==> config.mk <==
export PLATFORM = sky130hd
export DESIGN_NAME = cruce_controlador
export DESIGN_NICKNAME = d
export VERILOG_FILES = /design/src/rtl/semaforo_pkg.sv /design/src/rtl/divisor_tick.sv /design/src/rtl/cruce_controlador.sv
export SDC_FILE = /design/constraint.sdc
export NUM_CORES = 1
export LEC_CHECK = 0
export ABC_AREA = 1
export CAP_MARGIN = 20
export CORE_ASPECT_RATIO = 1.1
export CORE_UTILIZATION = 45
export DETAILED_ROUTE_END_ITERATION = 7
export PLACE_DENSITY = 0.66
export SLEW_MARGIN = 0
export SYNTH_ARGS = -nofsm -noshare
export SYNTH_HDL_FRONTEND = slang
export SYNTH_SLANG_ARGS = --single-unit
==> constraint.sdc <==
create_clock -name clk -period 1.7 [get_ports clk]
set_input_delay 0.51 -clock clk [delete_from_list [all_inputs] [get_ports clk]]
set_output_delay 0.51 -clock clk [all_outputs]
set_load 0.005 [all_outputs]
==> src/rtl/semaforo_pkg.sv <==
// Shared definitions for the intersection sequencer and its lamp drivers.
// State codes double as the debug code on the estado output.
// Lamp buses are one-hot {rojo, amarillo, verde}; all-zero means dark.
package semaforo_pkg;

  typedef enum logic [2:0] {
    ST_ALLROJO_A  = 3'd0,
    ST_VERDE_A    = 3'd1,
    ST_AMARILLO_A = 3'd2,
    ST_ALLROJO_B  = 3'd3,
    ST_VERDE_B    = 3'd4,
    ST_AMARILLO_B = 3'd5,
    ST_PEATON     = 3'd6,
    ST_BLINK      = 3'd7
  } estado_t;

  localparam logic [2:0] LUZ_ROJO     = 3'b100;
  localparam logic [2:0] LUZ_AMARILLO = 3'b010;
  localparam logic [2:0] LUZ_VERDE    = 3'b001;
  localparam logic [2:0] LUZ_OFF      = 3'b000;

  // Out-of-service pattern: amber when the blink phase is on, dark otherwise.
  function automatic logic [2:0] luz_blink(input logic on);
    return on ? LUZ_AMARILLO : LUZ_OFF;
  endfunction

endpackage

==> src/rtl/divisor_tick.sv <==
// Clock-enable prescaler: one-cycle tick every CLK_DIV clk cycles.
// Latency: first tick on the CLK_DIV-th cycle after reset deasserts.
// Backpressure: none; free-running in every state of the owner.
module divisor_tick #(
  parameter int CLK_DIV = 50_000_000
) (
  input  logic clk,
  input  logic reset,
  output logic tick
);

  localparam int CW = $clog2(CLK_DIV);
  localparam logic [CW-1:0] CNT_LAST = CW'(CLK_DIV - 1);

  logic [CW-1:0] cnt_q;
  logic [CW-1:0] cnt_d;

  assign tick = (cnt_q == CNT_LAST);

  // Wrap to zero on the tick cycle, otherwise count up.
  always_comb begin
    cnt_d = tick ? '0 : cnt_q + CW'(1);
  end

  // Counter register with synchronous clear.
  always_ff @(posedge clk) begin
    if (reset) begin
      cnt_q <= '0;
    end else begin
      cnt_q <= cnt_d;
    end
  end

endmodule

==> src/rtl/cruce_controlador.sv <==
// Two-road intersection plus pedestrian crossing sequencer with amber-blink mode.
// Latency: lamps follow the state register, changing the cycle after the deciding tick.
// Backpressure: none; on_off=0 forces BLINK next cycle, peaton_req is latched until served.
module cruce_controlador #(
  parameter int CLK_DIV    = 50_000_000,
  parameter int T_VERDE    = 20,
  parameter int T_AMARILLO = 3,
  parameter int T_ALLROJO  = 2,
  parameter int T_PEATON   = 10
) (
  input  logic       clk,
  input  logic       reset,
  input  logic       on_off,
  input  logic       peaton_req,
  output logic [2:0] luz_a,
  output logic [2:0] luz_b,
  output logic       peaton_verde,
  output logic [2:0] estado
);

  import semaforo_pkg::*;

  localparam int T_MAX_VA = (T_VERDE > T_AMARILLO) ? T_VERDE : T_AMARILLO;
  localparam int T_MAX_RP = (T_ALLROJO > T_PEATON) ? T_ALLROJO : T_PEATON;
  localparam int T_MAX    = (T_MAX_VA > T_MAX_RP) ? T_MAX_VA : T_MAX_RP;
  localparam int TW       = (T_MAX > 1) ? $clog2(T_MAX) : 1;

  localparam logic [TW-1:0] LAST_VERDE    = TW'(T_VERDE - 1);
  localparam logic [TW-1:0] LAST_AMARILLO = TW'(T_AMARILLO - 1);
  localparam logic [TW-1:0] LAST_ALLROJO  = TW'(T_ALLROJO - 1);
  localparam logic [TW-1:0] LAST_PEATON   = TW'(T_PEATON - 1);

  estado_t       state_q, state_d;
  estado_t       phase_next;
  logic [TW-1:0] timer_q, timer_d;
  logic [TW-1:0] last_cnt;
  logic          pend_q, pend_d;
  logic          blink_q, blink_d;
  logic          tick;
  logic          phase_end;

  divisor_tick #(
    .CLK_DIV(CLK_DIV)
  ) u_divisor_tick (
    .clk  (clk),
    .reset(reset),
    .tick (tick)
  );

  // Length (as final timer value) and successor of the current phase.
  always_comb begin
    last_cnt   = '0;
    phase_next = ST_ALLROJO_A;
    case (state_q)
      ST_ALLROJO_A: begin
        last_cnt   = LAST_ALLROJO;
        phase_next = ST_VERDE_A;
      end
      ST_VERDE_A: begin
        last_cnt   = LAST_VERDE;
        phase_next = ST_AMARILLO_A;
      end
      ST_AMARILLO_A: begin
        last_cnt   = LAST_AMARILLO;
        phase_next = ST_ALLROJO_B;
      end
      ST_ALLROJO_B: begin
        last_cnt   = LAST_ALLROJO;
        phase_next = ST_VERDE_B;
      end
      ST_VERDE_B: begin
        last_cnt   = LAST_VERDE;
        phase_next = ST_AMARILLO_B;
      end
      ST_AMARILLO_B: begin
        // Registered pend only: a request in this very cycle waits a round.
        last_cnt   = LAST_AMARILLO;
        phase_next = pend_q ? ST_PEATON : ST_ALLROJO_A;
      end
      ST_PEATON: begin
        last_cnt   = LAST_PEATON;
        phase_next = ST_ALLROJO_A;
      end
      default: begin
        last_cnt   = '0;
        phase_next = ST_ALLROJO_A;
      end
    endcase
  end

  assign phase_end = tick && (timer_q == last_cnt);

  // Next-state: blink mode overrides everything; otherwise step on phase end.
  always_comb begin
    state_d = state_q;
    timer_d = timer_q;
    pend_d  = pend_q;
    blink_d = blink_q;
    if (!on_off) begin
      state_d = ST_BLINK;
      if (state_q != ST_BLINK) begin
        timer_d = '0;
        pend_d  = 1'b0;
        blink_d = 1'b1;
      end else if (tick) begin
        blink_d = ~blink_q;
      end
    end else if (state_q == ST_BLINK) begin
      // Safe restart: all red with a fresh phase timer.
      state_d = ST_ALLROJO_A;
      timer_d = '0;
      blink_d = 1'b0;
    end else begin
      if (peaton_req && (state_q != ST_PEATON)) begin
        pend_d = 1'b1;
      end
      if (phase_end) begin
        state_d = phase_next;
        timer_d = '0;
        if (phase_next == ST_PEATON) begin
          pend_d = 1'b0;
        end
      end else if (tick) begin
        timer_d = timer_q + TW'(1);
      end
    end
  end

  // Sequencer registers with synchronous reset.
  always_ff @(posedge clk) begin
    if (reset) begin
      state_q <= ST_ALLROJO_A;
      timer_q <= '0;
      pend_q  <= 1'b0;
      blink_q <= 1'b0;
    end else begin
      state_q <= state_d;
      timer_q <= timer_d;
      pend_q  <= pend_d;
      blink_q <= blink_d;
    end
  end

  // Lamp decode from registered state only; default is both roads red.
  always_comb begin
    luz_a        = LUZ_ROJO;
    luz_b        = LUZ_ROJO;
    peaton_verde = 1'b0;
    case (state_q)
      ST_VERDE_A:    luz_a = LUZ_VERDE;
      ST_AMARILLO_A: luz_a = LUZ_AMARILLO;
      ST_VERDE_B:    luz_b = LUZ_VERDE;
      ST_AMARILLO_B: luz_b = LUZ_AMARILLO;
      ST_PEATON:     peaton_verde = 1'b1;
      ST_BLINK: begin
        luz_a = luz_blink(blink_q);
        luz_b = luz_blink(blink_q);
      end
      default: ;
    endcase
  end

  assign estado = state_q;

endmodule

* Word level (Yosys, flattened, before mapping)
Index checks and enable logic that the tools add are counted.
Cells by class: add/subtract/negate cells 2, multiplexer cells 25, reductions and logical operators 12, eq/ne operators 16, bitwise gates (word level) 1
Operator list (count):
- adder 26 x 1 -> 26 bit (second input constant) | 1
- == test 26 bit (second input constant) | 1
- 2-to-1 mux 5 bit | 5
- one-hot mux 5 bit (4 select lines) | 1
- one-hot mux 3 bit (3 select lines) | 2
- one-hot mux 3 bit (6 select lines) | 1
- == test 3 bit (second input constant) | 5
- 2-to-1 mux 3 bit | 4
- 2-to-1 mux 1 bit | 11
- OR reduction 2 bit | 4
- == test 3 x 2 -> 1 bit (second input constant) | 2
- != test 3 bit (second input constant) | 2
- AND reduction 2 bit | 3
- adder 5 x 1 -> 5 bit (second input constant) | 1
- == test 5 bit | 1
- != test 4 x 1 -> 1 bit (second input constant) | 1
- == test 3 x 1 -> 1 bit (second input constant) | 1
- zero test 3 bit | 1
- != test 3 x 1 -> 1 bit (second input constant) | 1
- nonzero test 3 bit | 1
- logical AND 1 bit | 2
- 2-to-1 mux 2 bit | 1
- != test 2 x 1 -> 1 bit (second input constant) | 1
- != test 2 bit (second input constant) | 1
- 2 further kinds | 2
Storage, ports and cells: logic and storage cells 61, flip-flop bits (word level) 36, output and inout port bits 10, bits of input ports 4

* Logic depth before layout (Yosys ltp)
depth after elaboration 8, mapped depth 13, depth with buffers taken out 13

* Modules after synthesis
A second synthesis with hierarchy kept.
Unflattened totals: cells, all modules 340, area total of the unflattened synthesis 2244.7 um2
By module, submodules not included:
- divisor_tick | cells an instance 219, times used 1, area each 1415.1 um2, sequential area each 520.5 um2
- cruce_controlador | cells an instance 121, times used 1, area each 829.5 um2, sequential area each 200.2 um2

* Worst setup path after synthesis
No wires, ideal clock.
path kind register to register, from reg u_divisor_tick.cnt_q[0], to reg timer_q[2], path buffers 0, cell stages (with the launch flop) 13, data required time 1.584 ns, path slack 0.121 ns, data arrival time 1.464 ns, clock period less this slack 1.579 ns, setup time 0.116 ns, cell sequence dfxtp_1 ha_1 nand2_1 nor2_4 nand2_4 nor2_4 nand3_2 nor2_2 nand3_2 nand2_4 nand2_2 nand2_4 nor2_1
Between the ends: longest elaborated chain between the ends 5, elaborated cells between the ends (all ways) 7, those cells by class 2 x eq/ne; 3 x mux; 2 x reduce/logical
Ends and longest elaborated chain:
- start, declared | RTL line divisor_tick.sv:15 | logic [CW-1:0] cnt_q;
- start signal, assigned | RTL line divisor_tick.sv:30 | cnt_q <= cnt_d;
- == test 26 bit * | RTL line divisor_tick.sv:18 | assign tick = (cnt_q == CNT_LAST);
- logical AND 1 bit | RTL line cruce_controlador.sv:91 | assign phase_end = tick && (timer_q == last_cnt);
- 2-to-1 mux 5 bit | RTL line cruce_controlador.sv:117 | if (phase_end) begin
- 2-to-1 mux 5 bit | RTL line cruce_controlador.sv:108 | end else if (state_q == ST_BLINK) begin
- 2-to-1 mux 5 bit | RTL line cruce_controlador.sv:99 | if (!on_off) begin
- end signal, assigned | RTL line cruce_controlador.sv:138 | timer_q <= timer_d;
- end, declared | RTL line cruce_controlador.sv:35 | logic [TW-1:0] timer_q, timer_d;
Mark *: on every way between the ends. The rest lies on a longest branch, timed or not. A chain may end at the register's enable or synchronous reset.

* Worst setup path after layout
from reg state_q[1] (netlist: estado[1]), to out luz_a[1]
Between the ends: longest elaborated chain between the ends 2, elaborated cells between the ends (all ways) 4, those cells by class 3 x eq/ne; 1 x mux
Ends and longest elaborated chain:
- start, declared | RTL line cruce_controlador.sv:33 | estado_t state_q, state_d;
- start signal, assigned | RTL line cruce_controlador.sv:137 | state_q <= state_d;
- == test 3 bit (tied with other cells) | RTL line cruce_controlador.sv:149 | case (state_q)
- one-hot mux 3 bit (3 select lines) * | RTL line cruce_controlador.sv:149
- end, declared | RTL line cruce_controlador.sv:15 | output logic [2:0] luz_a,
Marks and branches as above.

==> metrics.md <==
| Metric | Value |
|---|---|
| Run status | complete, but fails checks |
| Violations in the final reports | setup timing |
| Number of buffers added by the clock tree synthesis step | 5 |
| Full die area | roughly 0.005 mm^2 |
| Top flip-flop cell by instance count after synthesis | dfxtp_1 |
| Post-layout instance count excluding filler cells | around 430 |
| Worst skew pair latency | just under 300 ps |
| Headroom to the max-slew limit | ~70% |
| CP Class | reg -> out |
| Area Growth Syn to Fin | 45.0% |
| Fraction of final layout cells sized beyond drive strength 1 | between 40% and 50% |
| Overall global routing resource usage | approximately 22% |
| Residual antenna-violating net count after detailed routing | 0 |
| CTS sink count | 36 |
| Final core area utilization | between 60% and 70% |
| Remaining global-route overflow | 0 |
| Most frequent cell after synthesis | nand2_1 |
| CTS HTree Levels | 2 |
| Cell type with the highest aggregate area in the netlist | dfxtp_1 |
| Global-route wire length before repair | between 8000 and 9000 um |
| Biggest area contributors in the synthesized netlist | dfxtp_1 (35%), nand2_1 (13%), nor2_1 (8.7%), inv_1 (7.3%), nand3_1 (4.1%) |
| Number of enable flip-flop cells after synthesis | 0 |
| Diodes inserted | 0 |
| GR peak layer | met2 |
| Clock tree from TritonCTS | done |
| Gp weighted congestion | around 0.86 |
| Maximum clock skew at final layout | around 5.6 ps |
| Highest Clock Rate | around 580 MHz |
| Vias after detailed routing | just over 2000 |
| Final sum of negative setup slack | -116 ps |
| FF+latch count, synth | 36 |
| Clock Tree Root | clkbuf_8 |
| Synth Instances | 299 |
| Max-slew violation count | 0 |
| Proportion of register bits with asynchronous set or reset after synthesis | 0% |
| Iteration-0 DRC Markers | between 80 and 90 |
| Number of different library cells in the post-synthesis netlist | 31 |
| R2r worst-path depth | 14 |
| Largest fanout of any net on the critical path | 4 |
| Filler cell count | between 300 and 400 |
| Mapped cell area | a little over 0.002 mm^2 |
| Met1 usage | a little over a quarter |
| Crit path capture type | primary output |
| Yosys warns | 0 |
| Mean number of vias per cell | between 4 and 5 |
| Hold slack final | between 400 and 500 ps |
| Synthesized area per cell | just under 7 um^2 |
| Worst slew pin tran | roughly 460 ps |
| Via count of the first global-routing pass | approximately 1900 |
| Worst r2r dst | estado[2] |
| Worst min path class | reg -> reg |
| Source of the worst register-to-register timing path | estado[1] |
| Worst R2R Setup Slack | -20 ps |
| Final critical path time including I/O delays and setup | about 1700 ps |
| FP Rows | 25 |
| Area share of the largest cell type after synthesis | a little over a third |
| Register area share after synthesis | a little over a third |
| Post-route DRC | 0 |
| Maximum clock insertion buffer count | 2 |
| Number of nets in the synthesized netlist | approximately 310 |
| Worst supply voltage drop on vdd | about 0.54 mV |
| Initial cell density of the core | 47.5% |
| Leakage power of the design | 1.41 nW |
| Startpoint of the worst setup timing path | estado[1] |
| Hold violation count in the final report | 0 |
| Critical Path Sink | luz_a[1] |
| Detailed Place HPWL | around 3400 um |
| Number of antenna violations at the first check in global routing | 0 |
| Commonest cells in the netlist | nand2_1 (69), nor2_1 (48), inv_1 (40) |
| Pin count of the biggest net entering global routing | 13 |
| Max-capacitance violation count | 0 |
| Crit path required time | ~1200 ps |
| Met3 Resource Use GR | ~4.5% |
| Element type at the critical path start | flop |
| Post-Place Cells | ~410 |
| Met2 Usage GRT | 38.3% |
| Count of boundary I/O pins | 14 |
| Final layout net count | 380 |
| Period Utilization, post-route | 102% |
| Area inside the core boundary | between 0.004 and 0.005 mm^2 |
| Number of I/O port buffers | 13 |
| Data arrival at the endpoint of the critical path | between 1000 and 1500 ps |
| Detailed Route WL | between 5000 and 6000 um |
| Setup violators final | 6 |
| Detailed Routing Iterations Pass 1 | 4 |
| Horiz. Die Dim | between 60 and 70 um |
| WL/cell | about 12 um |
| Final worst-path setup slack | -30.8 ps |
| Height of the die | 73.1 um |
| Areal power density over the cells | approximately 660 mW/mm^2 |
| Clock transition time at the flip-flop clock pins of the worst setup and hold paths | 80 ps |
| Unrepaired setup endpoints after global routing | true |
sequential cells by signal, indices dropped and copies added, names as in the netlist:
signal / cells
u_divisor_tick.cnt_q: 26
timer_q: 5
estado: 3
blink_q: 1
pend_q: 1
cell families (layout without fill, tap and decap cells):
kind of cell,Yosys count,count (layout),share of synthesized area (%)
buffers and inverters,50,126,9.39
XOR/XNOR,11,11,4.66
adder cells (fa/ha/maj),2,2,1.21
AND/OR/NAND/NOR,185,185,45.7
flip-flops,36,36,34.9
AO/OA/AOI/OAI,15,15,4.12
final cells by class:
cell class / count / area, um^2 / share of cell area [%]
multi-input combinational: 213 / 1330 / 44.2
clock inverter: 3 / 42.5 / 1.42
sequential: 36 / 734 / 24.5
inverter: 46 / 179 / 5.97
timing repair buffer: 72 / 578 / 19.3
tap: 54 / 67.6 / 2.26
clock buffer: 5 / 68.8 / 2.30
report_power, final:
group / total [mW] / internal (mW) / switching [mW]
clock: 0.750 / 0.434 / 0.316
combinational: 0.339 / 0.170 / 0.168
sequential: 0.885 / 0.863 / 0.0219
total: 1.97 / 1.47 / 0.507
routing by layer:
layer	vias to the layer above	share of wire [%]
li1	1086	-
met1	947	46
met2	17	50
met3	8	2.1
met4	0	1.7
met5	-	0
critical path, cell delays in order, from the launching register on:
cell and delay [ps]:
dfxtp_4 380, buf_6 110, nand2_4 40, inv_2 60
nand2_2 60, inv_2 70, nand2_2 50, nand2_1 60
buf_2 100
placed cells by master, fill, tap and decap left out, types with 4 or more instances in the layout:
cell	Yosys	final
nand2_1	69	57
buf_4	0	52
nor2_1	48	39
inv_1	40	36
dfxtp_1	36	31
nor2_2	6	13
nand2_2	4	12
nand3_1	17	12
nor3_1	9	9
nand2_4	4	8
a21oi_1	10	8
inv_2	5	7
xor2_1	7	7
buf_2	4	7
nor2_4	4	6
nand3_2	3	5
nor3b_1	6	5
clkbuf_8	0	5
buf_6	0	5
xnor2_1	4	4
repair_timing:
| action | in CTS | in global routing |
|---|---|---|
| setup endpoints to repair | 19 | 23 |
| hold buffers | 0 | 0 |
| setup buffers | 14 | 3 |
| gates resized for setup | 69 | 26 |
| pin swaps | 10 | 19 |
metrics by stage:
stage                     cell area [um^2]  setup slack [ps]  total power [mW]
after floorplan                       2070               121              1.03
after global placement                2610              -147              1.17
after detailed placement              2610              -191              1.17
after CTS                             2880             -6.33              1.97
after global routing                  3000              -101              2.07
final                                 3000             -30.8              1.97
how the worst min path moves through the flow:
stage                             from                       to  slack [ps]  cells after the start
2_1_floorplan  u_divisor_tick.cnt_q[0]  u_divisor_tick.cnt_q[0]         420                      1
3_3_place_gp   u_divisor_tick.cnt_q[5]  u_divisor_tick.cnt_q[5]         460                      2
3_5_place_dp   u_divisor_tick.cnt_q[5]  u_divisor_tick.cnt_q[5]         470                      2
4_1_cts        u_divisor_tick.cnt_q[5]  u_divisor_tick.cnt_q[5]         480                      2
5_1_grt                        blink_q                  blink_q         520                      2
6_report       u_divisor_tick.cnt_q[5]  u_divisor_tick.cnt_q[5]         490                      2
Note: power is estimated with default switching activity, not from simulation.
